==> src/rtl/crc_stream_engine.sv <==
// rtl/crc_stream_engine.sv - parametrised parallel CRC engine over a framed valid/ready stream
// One beat is folded per clock; the finalised CRC and byte count are held until accepted.
module crc_stream_engine #(
  parameter int                   CRC_WIDTH  = 16,
  parameter int                   DATA_WIDTH = 32,
  parameter logic [CRC_WIDTH-1:0] POLY       = 16'h1021,
  parameter logic [CRC_WIDTH-1:0] XOROUT     = 16'h0000,
  parameter bit                   REFIN      = 1'b0,
  parameter bit                   REFOUT     = 1'b0,
  parameter int                   LEN_WIDTH  = 16
) (
  input  logic                  clk,
  input  logic                  rst,
  input  logic [CRC_WIDTH-1:0]  crc_init,
  input  logic                  in_valid,
  output logic                  in_ready,
  input  logic [DATA_WIDTH-1:0] in_data,
  input  logic                  in_last,
  input  logic [((DATA_WIDTH/8) > 1 ? $clog2(DATA_WIDTH/8) : 1)-1:0] in_bytes,
  input  logic                  abort,
  output logic                  out_valid,
  input  logic                  out_ready,
  output logic [CRC_WIDTH-1:0]  out_crc,
  output logic [LEN_WIDTH-1:0]  out_len,
  output logic                  busy
);

  localparam int NB   = DATA_WIDTH / 8;
  localparam int CNTW = $clog2(NB + 1);
  localparam int SW   = ((LEN_WIDTH > CNTW) ? LEN_WIDTH : CNTW) + 1;
  localparam logic [LEN_WIDTH-1:0] LEN_MAX = '1;

  if ((DATA_WIDTH % 8) != 0 || DATA_WIDTH < 8) begin : g_bad_data_width
    $error("crc_stream_engine: DATA_WIDTH must be a non-zero multiple of 8");
  end
  if (CRC_WIDTH < 2) begin : g_bad_crc_width
    $error("crc_stream_engine: CRC_WIDTH must be at least 2");
  end

  typedef enum logic [1:0] {IDLE, RUN, HOLD} state_t;

  state_t                 state_q, state_d;
  logic [CRC_WIDTH-1:0]   crc_q, crc_d;
  logic [LEN_WIDTH-1:0]   len_q, len_d;
  logic                   out_valid_q, out_valid_d;
  logic [CRC_WIDTH-1:0]   out_crc_q, out_crc_d;
  logic [LEN_WIDTH-1:0]   out_len_q, out_len_d;
  logic                   ready_en_q;

  logic [CNTW-1:0]        beat_lanes;
  logic [CRC_WIDTH-1:0]   crc_v;
  logic [7:0]             byte_v;
  logic                   fb;
  logic [CRC_WIDTH-1:0]   crc_next;
  logic [CRC_WIDTH-1:0]   crc_final;
  logic [SW-1:0]          len_sum;
  logic [LEN_WIDTH-1:0]   len_base;
  logic [LEN_WIDTH-1:0]   len_next;
  logic                   accept;

  function automatic logic [7:0] rev8(input logic [7:0] x);
    logic [7:0] r;
    for (int k = 0; k < 8; k++) r[k] = x[7-k];
    return r;
  endfunction

  function automatic logic [CRC_WIDTH-1:0] rev_crc(input logic [CRC_WIDTH-1:0] x);
    logic [CRC_WIDTH-1:0] r;
    for (int k = 0; k < CRC_WIDTH; k++) r[k] = x[CRC_WIDTH-1-k];
    return r;
  endfunction

  // in_bytes only trims the last beat; 0 or out-of-range means the whole beat
  always_comb begin
    beat_lanes = CNTW'(NB);
    if (in_last && (in_bytes != '0) && (int'(in_bytes) < NB)) begin
      beat_lanes = CNTW'(in_bytes);
    end
  end

  always_comb begin
    crc_v  = (state_q == IDLE) ? crc_init : crc_q;
    byte_v = '0;
    fb     = 1'b0;
    for (int i = 0; i < NB; i++) begin
      byte_v = in_data[DATA_WIDTH-1-8*i -: 8];
      if (REFIN) byte_v = rev8(byte_v);
      if (i < int'(beat_lanes)) begin
        for (int b = 7; b >= 0; b--) begin
          fb    = crc_v[CRC_WIDTH-1] ^ byte_v[b];
          crc_v = {crc_v[CRC_WIDTH-2:0], 1'b0} ^ (fb ? POLY : '0);
        end
      end
    end
    crc_next = crc_v;
  end

  assign crc_final = (REFOUT ? rev_crc(crc_next) : crc_next) ^ XOROUT;

  assign len_base = (state_q == IDLE) ? '0 : len_q;
  assign len_sum  = SW'(len_base) + SW'(beat_lanes);
  assign len_next = (len_sum > SW'(LEN_MAX)) ? LEN_MAX : len_sum[LEN_WIDTH-1:0];

  // abort masks the handshake so a beat offered alongside it is never consumed
  assign in_ready = ready_en_q && (state_q != HOLD) && !abort;
  assign accept   = in_valid && in_ready;

  always_comb begin
    state_d     = state_q;
    crc_d       = crc_q;
    len_d       = len_q;
    out_valid_d = out_valid_q;
    out_crc_d   = out_crc_q;
    out_len_d   = out_len_q;
    case (state_q)
      IDLE, RUN: begin
        if (abort) begin
          state_d = IDLE;
          crc_d   = '0;
          len_d   = '0;
        end else if (accept) begin
          crc_d = crc_next;
          len_d = len_next;
          if (in_last) begin
            state_d     = HOLD;
            out_valid_d = 1'b1;
            out_crc_d   = crc_final;
            out_len_d   = len_next;
          end else begin
            state_d = RUN;
          end
        end
      end
      HOLD: begin
        if (out_ready) begin
          state_d     = IDLE;
          out_valid_d = 1'b0;
          crc_d       = '0;
          len_d       = '0;
        end
      end
      default: state_d = IDLE;
    endcase
  end

  always_ff @(posedge clk or posedge rst) begin
    if (rst) begin
      state_q     <= IDLE;
      crc_q       <= '0;
      len_q       <= '0;
      out_valid_q <= 1'b0;
      out_crc_q   <= '0;
      out_len_q   <= '0;
      ready_en_q  <= 1'b0;
    end else begin
      state_q     <= state_d;
      crc_q       <= crc_d;
      len_q       <= len_d;
      out_valid_q <= out_valid_d;
      out_crc_q   <= out_crc_d;
      out_len_q   <= out_len_d;
      ready_en_q  <= 1'b1;
    end
  end

  assign out_valid = out_valid_q;
  assign out_crc   = out_crc_q;
  assign out_len   = out_len_q;
  assign busy      = (state_q != IDLE);

endmodule

==> config.mk <==
export PLATFORM = sky130hd
export DESIGN_NAME = crc_stream_engine
export DESIGN_NICKNAME = d
export VERILOG_FILES = /design/src/rtl/crc_stream_engine.sv
export SDC_FILE = /design/constraint.sdc
export NUM_CORES = 1
export LEC_CHECK = 0
export ABC_AREA = 1
export BUFFER_PORTS_ARGS = -buffer_cell sky130_fd_sc_hd__buf_2
export CORE_MARGIN = 3
export CORE_UTILIZATION = 50
export CTS_BUF_LIST = sky130_fd_sc_hd__clkbuf_4
export CTS_CLUSTER_DIAMETER = 80
export DETAILED_ROUTE_END_ITERATION = 6
export HOLD_SLACK_MARGIN = 0.12
export PLACE_DENSITY_LB_ADDON = 0.2
export SYNTH_ARGS = -nofsm -noshare
export SYNTH_HDL_FRONTEND = slang
export SYNTH_SLANG_ARGS = --single-unit
==> constraint.sdc <==
create_clock -name clk -period 9.07 [get_ports clk]
set_input_delay 0.907 -clock clk [delete_from_list [all_inputs] [get_ports clk]]
set_output_delay 0.907 -clock clk [all_outputs]
set_load 0.02 [all_outputs]
==> results of run 1 <==
==> metal layers <==
layer | vias up | share of wire [%] | routed length, um | track usage (%)
met3 | 21 | 4.4 | 710 | 3.07
met5 | - | 0 | 0 | 0
li1 | 3057 | - | - | -
met4 | 0 | 1.7 | 283 | 7.44
met2 | 148 | 48 | 7850 | 42.9
met1 | 2709 | 46 | 7430 | 34.9
==> tightest hold or removal path, cell delays in order (launching register included) <==
cell     delay, ns
dfrtp_1       0.35
nand2_1       0.05
nand2_1       0.05
==> path summary, 6_finish.rpt <==
kind,to,slack (ns),cells past startpoint
min,out_crc[0],0.48,2
max reg2reg,out_crc[12],5.13,30
min in group asynchronous,out_crc[0],0.74,3
max,out_crc[12],5.13,30
max in group asynchronous,crc_q[4],7.78,3
min reg2reg,out_crc[0],0.48,2
==> state kept, by name, indices dropped and copies added, names as in the netlist <==
register and flops:
out_crc 16, ready_en_q 1, out_valid 1, out_len 16, state_q 2, crc_q 16, len_q 16
==> cells by family after synthesis <==
kind of cell             share of synthesized area [%]
buffers and inverters                             9.96
adder cells (fa/ha/maj)                          0.982
XOR/XNOR                                          3.88
other                                           0.0639
AND/OR/NAND/NOR                                   47.3
flip-flops                                        29.0
AO/OA/AOI/OAI                                     8.79
==> layout by cell type, fill, tap and decap left out, types with 11 or more instances in the layout <==
master   count
a31oi_1     14
buf_2       90
dfrtp_1     68
inv_1       99
inv_2       11
nand2_1    288
nand2_2     64
nand3_1    118
nand3_2     25
nor2_1      37
o21ai_0     42
o21ai_1     20
xor2_1      19
==> metrics by stage <==
stage | utilization [%] | worst slack [ns] | power (W) | cell area [um2]
floorplan | - | 5.71 | 0.00114 | 5860
global placement | 57.5 | 5.24 | 0.00137 | 6400
detailed placement | 57.5 | 5.12 | 0.00138 | 6400
CTS | 58.8 | 5.16 | 0.00159 | 6540
global route | 58.8 | 4.70 | 0.00173 | 6540
finish | 58.8 | 5.13 | 0.00159 | 6540
==> power by group <==
group,internal (W),switching [W]
clock,0.000106,0.0000997
combinational,0.000310,0.000662
sequential,0.000368,0.0000404
==> final cells by class <==
cell class	instances	area [um2]
timing repair buffer	99	518
tap	140	175
clock inverter	4	67.6
inverter	112	420
fill	1124	4590
sequential	68	1700
clock buffer	9	67.6
multi-input combinational	695	3590
==> metrics, run 1 <==
via count=5935; first-pass GRT wire length=roughly 27 mm; PortBufs=90; Num CTS Buffers=9; Crit path buffers/inverters=2; Clock Skew=0.0176 ns; syn_area_per_cell=6.49 um2; ys flop type=dfrtp_1; Die ar.=13100 um2; final wirelength=between 15 and 20 mm; most frequent cell after synthesis=nand2_1; H-tree Lvls=3; EDFF count, synth=0; DP Cell Count=1114; TritonCTS Sinks=68; status=finished clean; Final setup viols=0; worst slew pin tran=around 0.85 ns; final hold viol count=0; slowest stage delay, CP=about 0.47 ns; YS warnings=0; worst hold start=out_crc[0]; GPL Wtd Cong=0.945; Fmax=between 0.2 and 0.3 GHz; Startpoint Class=flop; Fin Setup TNS=0 ns; cell mode on critical path=nand2_1; CP Capture Type=flop; Hold Path Class=flop to flop; critical path fanouts, max=26; maximum VDD drop=between 0.1 and 0.15 mV; Leakage=3.60 nW; DP HPWL=between 10 and 15 mm; share of post-route cells with drive strength above 1=23.4%; cell area after synthesis=5860 um2; ANT nets after route=0; CTS Root Cell=clkbuf_4; synth-to-layout area growth=11.5%; initial antenna violation count=0; First DRT Iteration DRCs=389; Slowest cell on crit path=dfrtp_1; CP Class=flop to flop; Worst Hold Slack=a little under 0.5 ns; unrepaired setup endpoints after global routing=no; Die Height=114 um; post-synthesis cell count=903; antenna cells=0; WL per Instance=around 14 um; Syn Nets=963; # Post-CTS Setup Buffers=0; remaining global-route overflow=0; Post-Layout Cell Count=1127; power per cell area=around 240 nW/um2; vias in the first global route=5472; Synth area leaders=dfrtp_1 (29%), nand2_1 (18%), nand3_1 (10%); normalized max-slew margin=43.1%; Vias/cell=5.27; core area=11100 um2; initial core utilization=52.7%; final period demand of the worst path=3.94 ns; GRT Total Usage=between 20% and 30%; synth unique cells=41; Yosys top cell by area=dfrtp_1; CTS tree=done; CP Data Required Time=9.42 ns; Worst R2R Start=state_q[1]; drt pass-1 iters=5; largest net degree at the start of global routing=slightly below 70; sequential area share after synthesis=29.0%; clock buffer depth=2; Nets=1045; critical path's top delay family=simple AND/OR/NAND/NOR gates; die width=114 um; total of max-cap violations=0; Commonest cells post-synth=nand2_1 (288), nand3_1 (118), inv_1 (100); crit path from=state_q[1]; clk_lat worst skew=0.41 ns; I/O pin total=91; Hold Buf Count CTS=0; # resized after CTS=0; asr flop ratio synth=100%; Synth top area share=29.0%; post-synthesis register bit count=just under 70; Clock transition at path regs=0.11 ns; WP data arrival=4.28 ns; Max Slew Vio Count=0; standard-cell row count=38; # DRC=0; fin crit share=43.4%
Note: power is estimated with default switching activity, not from simulation.
==> inputs of run 2 (changes only) <==
- clock period: 9.07 -> 3.85 ns (I/O delays scaled with it)
==> metrics, run 2 (synthesized netlist as in run 1, its figures left out) <==
vias in the first global route=5621 (+2.7%); CP Class=flop to flop; final hold viol count=0 (unchanged); crit path from=state_q[0]; initial antenna violation count=0 (unchanged); initial core utilization=52.7% (unchanged); area occupied by multi-input gates=3660 um2 (+1.9%); CTS Root Cell=clkbuf_4; ANT nets after route=0 (unchanged); worst slew pin tran=0.849 ns (-0.00377 ns); Nets=1053 (+0.77%); clk_lat worst skew=0.42 ns (about the same); Placement Cell Area=6430 um2 (+0.43%); PortBufs=90 (unchanged); Clock transition at path regs=0.12 ns (about the same); I/O pin total=91 (unchanged); antenna cells=0 (unchanged); die width=114 um (unchanged); Hold Path Class=input pin to async pin; fin area=6720 um2 (+2.8%); core area=11100 um2 (unchanged); Clock Skew=0.0138 ns (-0.00387 ns); TritonCTS Sinks=68 (unchanged); power per cell area=568 nW/um2 (+130%); status=finished clean; Hold Buf Count CTS=0 (unchanged); Leakage=3.68 nW (+2.3%); GRT Total Usage=26.0% (+0.37 points); # DRC=0 (unchanged); first-pass GRT wire length=27.0 mm (+1.3%); Startpoint Class=flop; Die Height=114 um (unchanged); Worst R2R Start=state_q[0]; remaining global-route overflow=0 (unchanged); clock buffer depth=2 (unchanged); Fmax=0.284 GHz (+12%); First DRT Iteration DRCs=498 (+28%); fin crit share=91.3% (+48 points); GPL Wtd Cong=0.963 (+1.9%); critical path's top delay family=simple AND/OR/NAND/NOR gates; final period demand of the worst path=3.52 ns (-0.419 ns); H-tree Lvls=3 (unchanged); grt met1 use=34.4% (-0.53 points); pre-CTS setup slack=0.260 ns (-4.86 ns); standard-cell row count=38 (unchanged); largest net degree at the start of global routing=40 (-42%); most frequent cells in the layout=nand2_1 (283), nand3_1 (113), inv_1 (99), buf_2 (90), nand2_2 (68); FILL cells=1123 (-0.089%); Max Slew Vio Count=0 (unchanged); Crit path buffers/inverters=4 (+2); final wirelength=16.6 mm (+2.3%); DP HPWL=13.0 mm (+0.88%); total of max-cap violations=0 (unchanged); via count=6054 (+2.0%); CP Data Required Time=4.21 ns (-5.21 ns); Die ar.=13100 um2 (unchanged); busiest grt layer=met2; Final setup viols=0 (unchanged); maximum VDD drop=0.394 mV (+200%); CTS tree=done; met3 Track Usage GR=2.96% (-0.11 points); slowest stage delay, CP=0.47 ns (about the same); Vias/cell=5.32 (+1.0%); CP Capture Type=flop; share of post-route cells with drive strength above 1=26.0% (+2.5 points); synth-to-layout area growth=14.6%; normalized max-slew margin=43.3% (+0.19 points); WP data arrival=3.88 ns (-0.40 ns); Slowest cell on crit path=dfrtp_2; WL per Instance=14.6 um (+1.3%); most common cell after layout, fill and taps aside=nand2_1; GR Util met2=43.8% (+0.86 points); Reg area=1700 um2 (+0.15%); Worst Hold Slack=0.114 ns (-0.366 ns); critical path fanouts, max=14 (-46%); drt pass-1 iters=7 (+2); Num CTS Buffers=9 (unchanged); cell mode on critical path=nand2_1; final setup margin=0.334 ns (-4.80 ns)
-- run 2: changes by cell type in the layout (fill, tap and decap cells not counted), sizes merged --
| cell | change |
|---|---|
| clkinv | +2 |
| buf | +7 |
| clkinvlp | +1 |
| clkbuf | +1 |
-- run 2: timing repair --
action	4_1_cts	5_1_grt
setup buffers	0	5
resized for setup	0	18
setup endpoints to repair	0	27
-- run 2: final cells by class --
class                           count  area share (%)
Clock buffer                        9            1.01
Multi-Input combinational cell    695            54.4
Inverter                          112            6.25
Clock inverter                      7            1.36
Timing Repair Buffer              107            9.05
Sequential cell                    68            25.3
Tap cell                          140            2.61
-- run 2: final timing paths --
check	end	slack, ns	depth (start not counted)
max reg2reg	crc_q[12]	0.33	29
max	crc_q[12]	0.33	29
min in group clk	state_q[1]	0.15	2
max in group asynchronous	state_q[0]	2.82	3
min	out_len[2]	0.11	2
min reg2reg	out_crc[0]	0.49	2
-- run 2: per-layer routing --
layer	wire length (um)	share of wire (%)
met1	7330	44
met2	8050	48
met3	792	4.8
met4	469	2.8
met5	0	0
-- run 2: where the power goes --
part	switching (W)	internal [W]	total, W
clock network	0.000264	0.000261	0.000524
logic	0.00157	0.000767	0.00233
registers	0.0000926	0.000868	0.000961
-- run 2: metrics by stage --
stage	instances	power [W]	TNS [ns]	util, %
finish	1138	0.00382	0	60.4
global route	1138	0.00417	-0.00780	60.4
CTS	1132	0.00377	0	59.2
detailed placement	1116	0.00323	0	57.8
global placement	1116	0.00321	0	57.8
floorplan	903	0.00268	0	-
==> inputs of run 3 (changes only) <==
- PLACE_DENSITY: unset -> 0.76
- PLACE_DENSITY_LB_ADDON: 0.2 -> unset
==> metrics, run 3 (synthesized netlist as in run 1, its figures left out) <==
Crit Reg-Reg Endpoint=crc_q[13]; via count=6102 (+0.79%); WP data arrival=3.92 ns (+0.04 ns); Reg2Reg Depth=29 (unchanged); cell mode on critical path=nand2_2; final wirelength=16.6 mm (about the same); initial core utilization=52.7% (unchanged); normalized max-slew margin=50.9% (+7.6 points); Worst Hold Slack=0.138 ns (+0.0236 ns); GRT Total Usage=25.3% (-0.65 points); Startpoint Class=flop; Worst R2R Start=state_q[0]; Clock Skew=0.0177 ns (+0.00389 ns); Hold Path Class=input pin to flop; core area=11100 um2 (unchanged); FILL cells=1077 (-4.1%); slowest stage delay, CP=0.46 ns (about the same); worst hold start=out_ready; Min-Delay Path Depth=2; Post-Layout Cell Count=1137 (-0.088%); Fmax=0.278 GHz (-2.2%); total of max-cap violations=0 (unchanged); Leakage=3.65 nW (-0.96%); antenna cells=0 (unchanged); Die ar.=13100 um2 (unchanged); first-pass GRT wire length=26.5 mm (-1.8%); CP Class=flop to flop; power per cell area=558 nW/um2 (-1.7%); worst slew pin tran=0.731 ns (-0.118 ns); Final setup viols=0 (unchanged); initial antenna violation count=0 (unchanged); share of post-route cells with drive strength above 1=25.4% (-0.58 points); TritonCTS Sinks=68 (unchanged); final setup margin=0.256 ns (-0.0777 ns); critical path fanouts, max=12 (-2); DP HPWL=13.0 mm (-0.40%); Die Height=114 um (unchanged); Slowest cell on crit path=dfrtp_2; H-tree Lvls=3 (unchanged); R2R Setup Slk=0.26 ns (-0.08 ns); maximum VDD drop=0.375 mV (-4.8%); # DRC=0 (unchanged); largest net degree at the start of global routing=42 (+5.0%); CTS Root Cell=clkbuf_4; Vias/cell=5.37 (+0.88%); First DRT Iteration DRCs=469 (-5.8%); WL per Instance=14.6 um (about the same); Nets=1052 (-0.095%); final hold viol count=0 (unchanged); clock buffer depth=2 (unchanged); crit path from=state_q[0]; vias in the first global route=5584 (-0.66%); GPL Wtd Cong=0.945 (-1.9%); pre-CTS setup slack=0.134 ns (-0.126 ns); fin crit share=93.4% (+2.0 points); PortBufs=90 (unchanged); most common cell after layout, fill and taps aside=nand2_1; Num CTS Buffers=9 (unchanged); Clock transition at path regs=0.12 ns (about the same); die width=114 um (unchanged); standard-cell row count=38 (unchanged); clk_lat worst skew=0.43 ns (about the same); Fin Setup TNS=0 ns (unchanged); CTS tree=done; Max Slew Vio Count=0 (unchanged); I/O pin total=91 (unchanged); synth-to-layout area growth=13.8%; drt pass-1 iters=7 (unchanged); ANT nets after route=0 (unchanged); DP Cell Count=1116 (unchanged); most frequent cells in the layout=nand2_1 (286), nand3_1 (115), inv_1 (98), buf_2 (90), dfrtp_1 (66); CP Data Required Time=4.17 ns (-0.04 ns); status=finished clean; Worst Hold Path EP=state_q[1]; remaining global-route overflow=0 (unchanged); final period demand of the worst path=3.59 ns (+0.0777 ns); CP Capture Type=flop
-- run 3: repair_timing --
item | CTS | global route
gates resized for setup | 0 | 16
hold buffers | 1 | 0
endpoints found under the hold margin | 27 | 0
endpoints found under the setup margin | 0 | 32
setup buffers | 0 | 3
-- run 3: area by class of cell --
type	count	area [um2]	area share, %
Clock buffer	10	75.1	1.12
Clock inverter	6	41.3	0.618
Inverter	112	420	6.30
Multi-Input combinational cell	695	3640	54.6
Sequential cell	68	1700	25.5
Tap cell	140	175	2.62
Timing Repair Buffer	106	616	9.22
-- run 3: how the worst max path moves through the flow --
stage	end	slack, ns
after floorplan	len_q[7]	0.49
after global placement	out_crc[1]	0.22
after detailed placement	crc_q[13]	0.13
after CTS	crc_q[13]	0.10
after global routing	crc_q[13]	-0.02
final	crc_q[13]	0.26
-- run 3: worst max-delay path, delay by kind of cell, from the launching register on --
family                 cells  cell delay, ns
XOR/XNOR                   1            0.15
flip-flops                 1            0.46
AND/OR/NAND/NOR           24            2.16
AO/OA/AOI/OAI              2            0.44
buffers and inverters      2            0.27
-- run 3: per-layer routing --
layer | share of wire, % | up-vias | wire, um | global-route usage [%]
met3 | 6.7 | 40 | 1120 | 4.65
met5 | 0 | - | 0 | 0
met4 | 3.1 | 0 | 515 | 9.03
met1 | 43 | 2789 | 7220 | 33.5
met2 | 47 | 202 | 7780 | 41.6
li1 | - | 3071 | - | -
-- run 3: power breakdown --
part	switching (W)	total (W)	leakage (nW)	internal, W
clock network	0.000271	0.000410	0.0584	0.000138
logic	0.00159	0.00236	2.71	0.000771
registers	0.0000936	0.000962	0.881	0.000868
total	0.00195	0.00373	3.65	0.00178
-- run 3: stage by stage --
stage	area [um2]	power [W]	util, %
floorplan	5860	0.00268	-
global placement	6430	0.00321	57.8
detailed placement	6430	0.00324	57.8
CTS	6560	0.00366	58.9
global route	6680	0.00405	60.0
finish	6680	0.00373	60.0
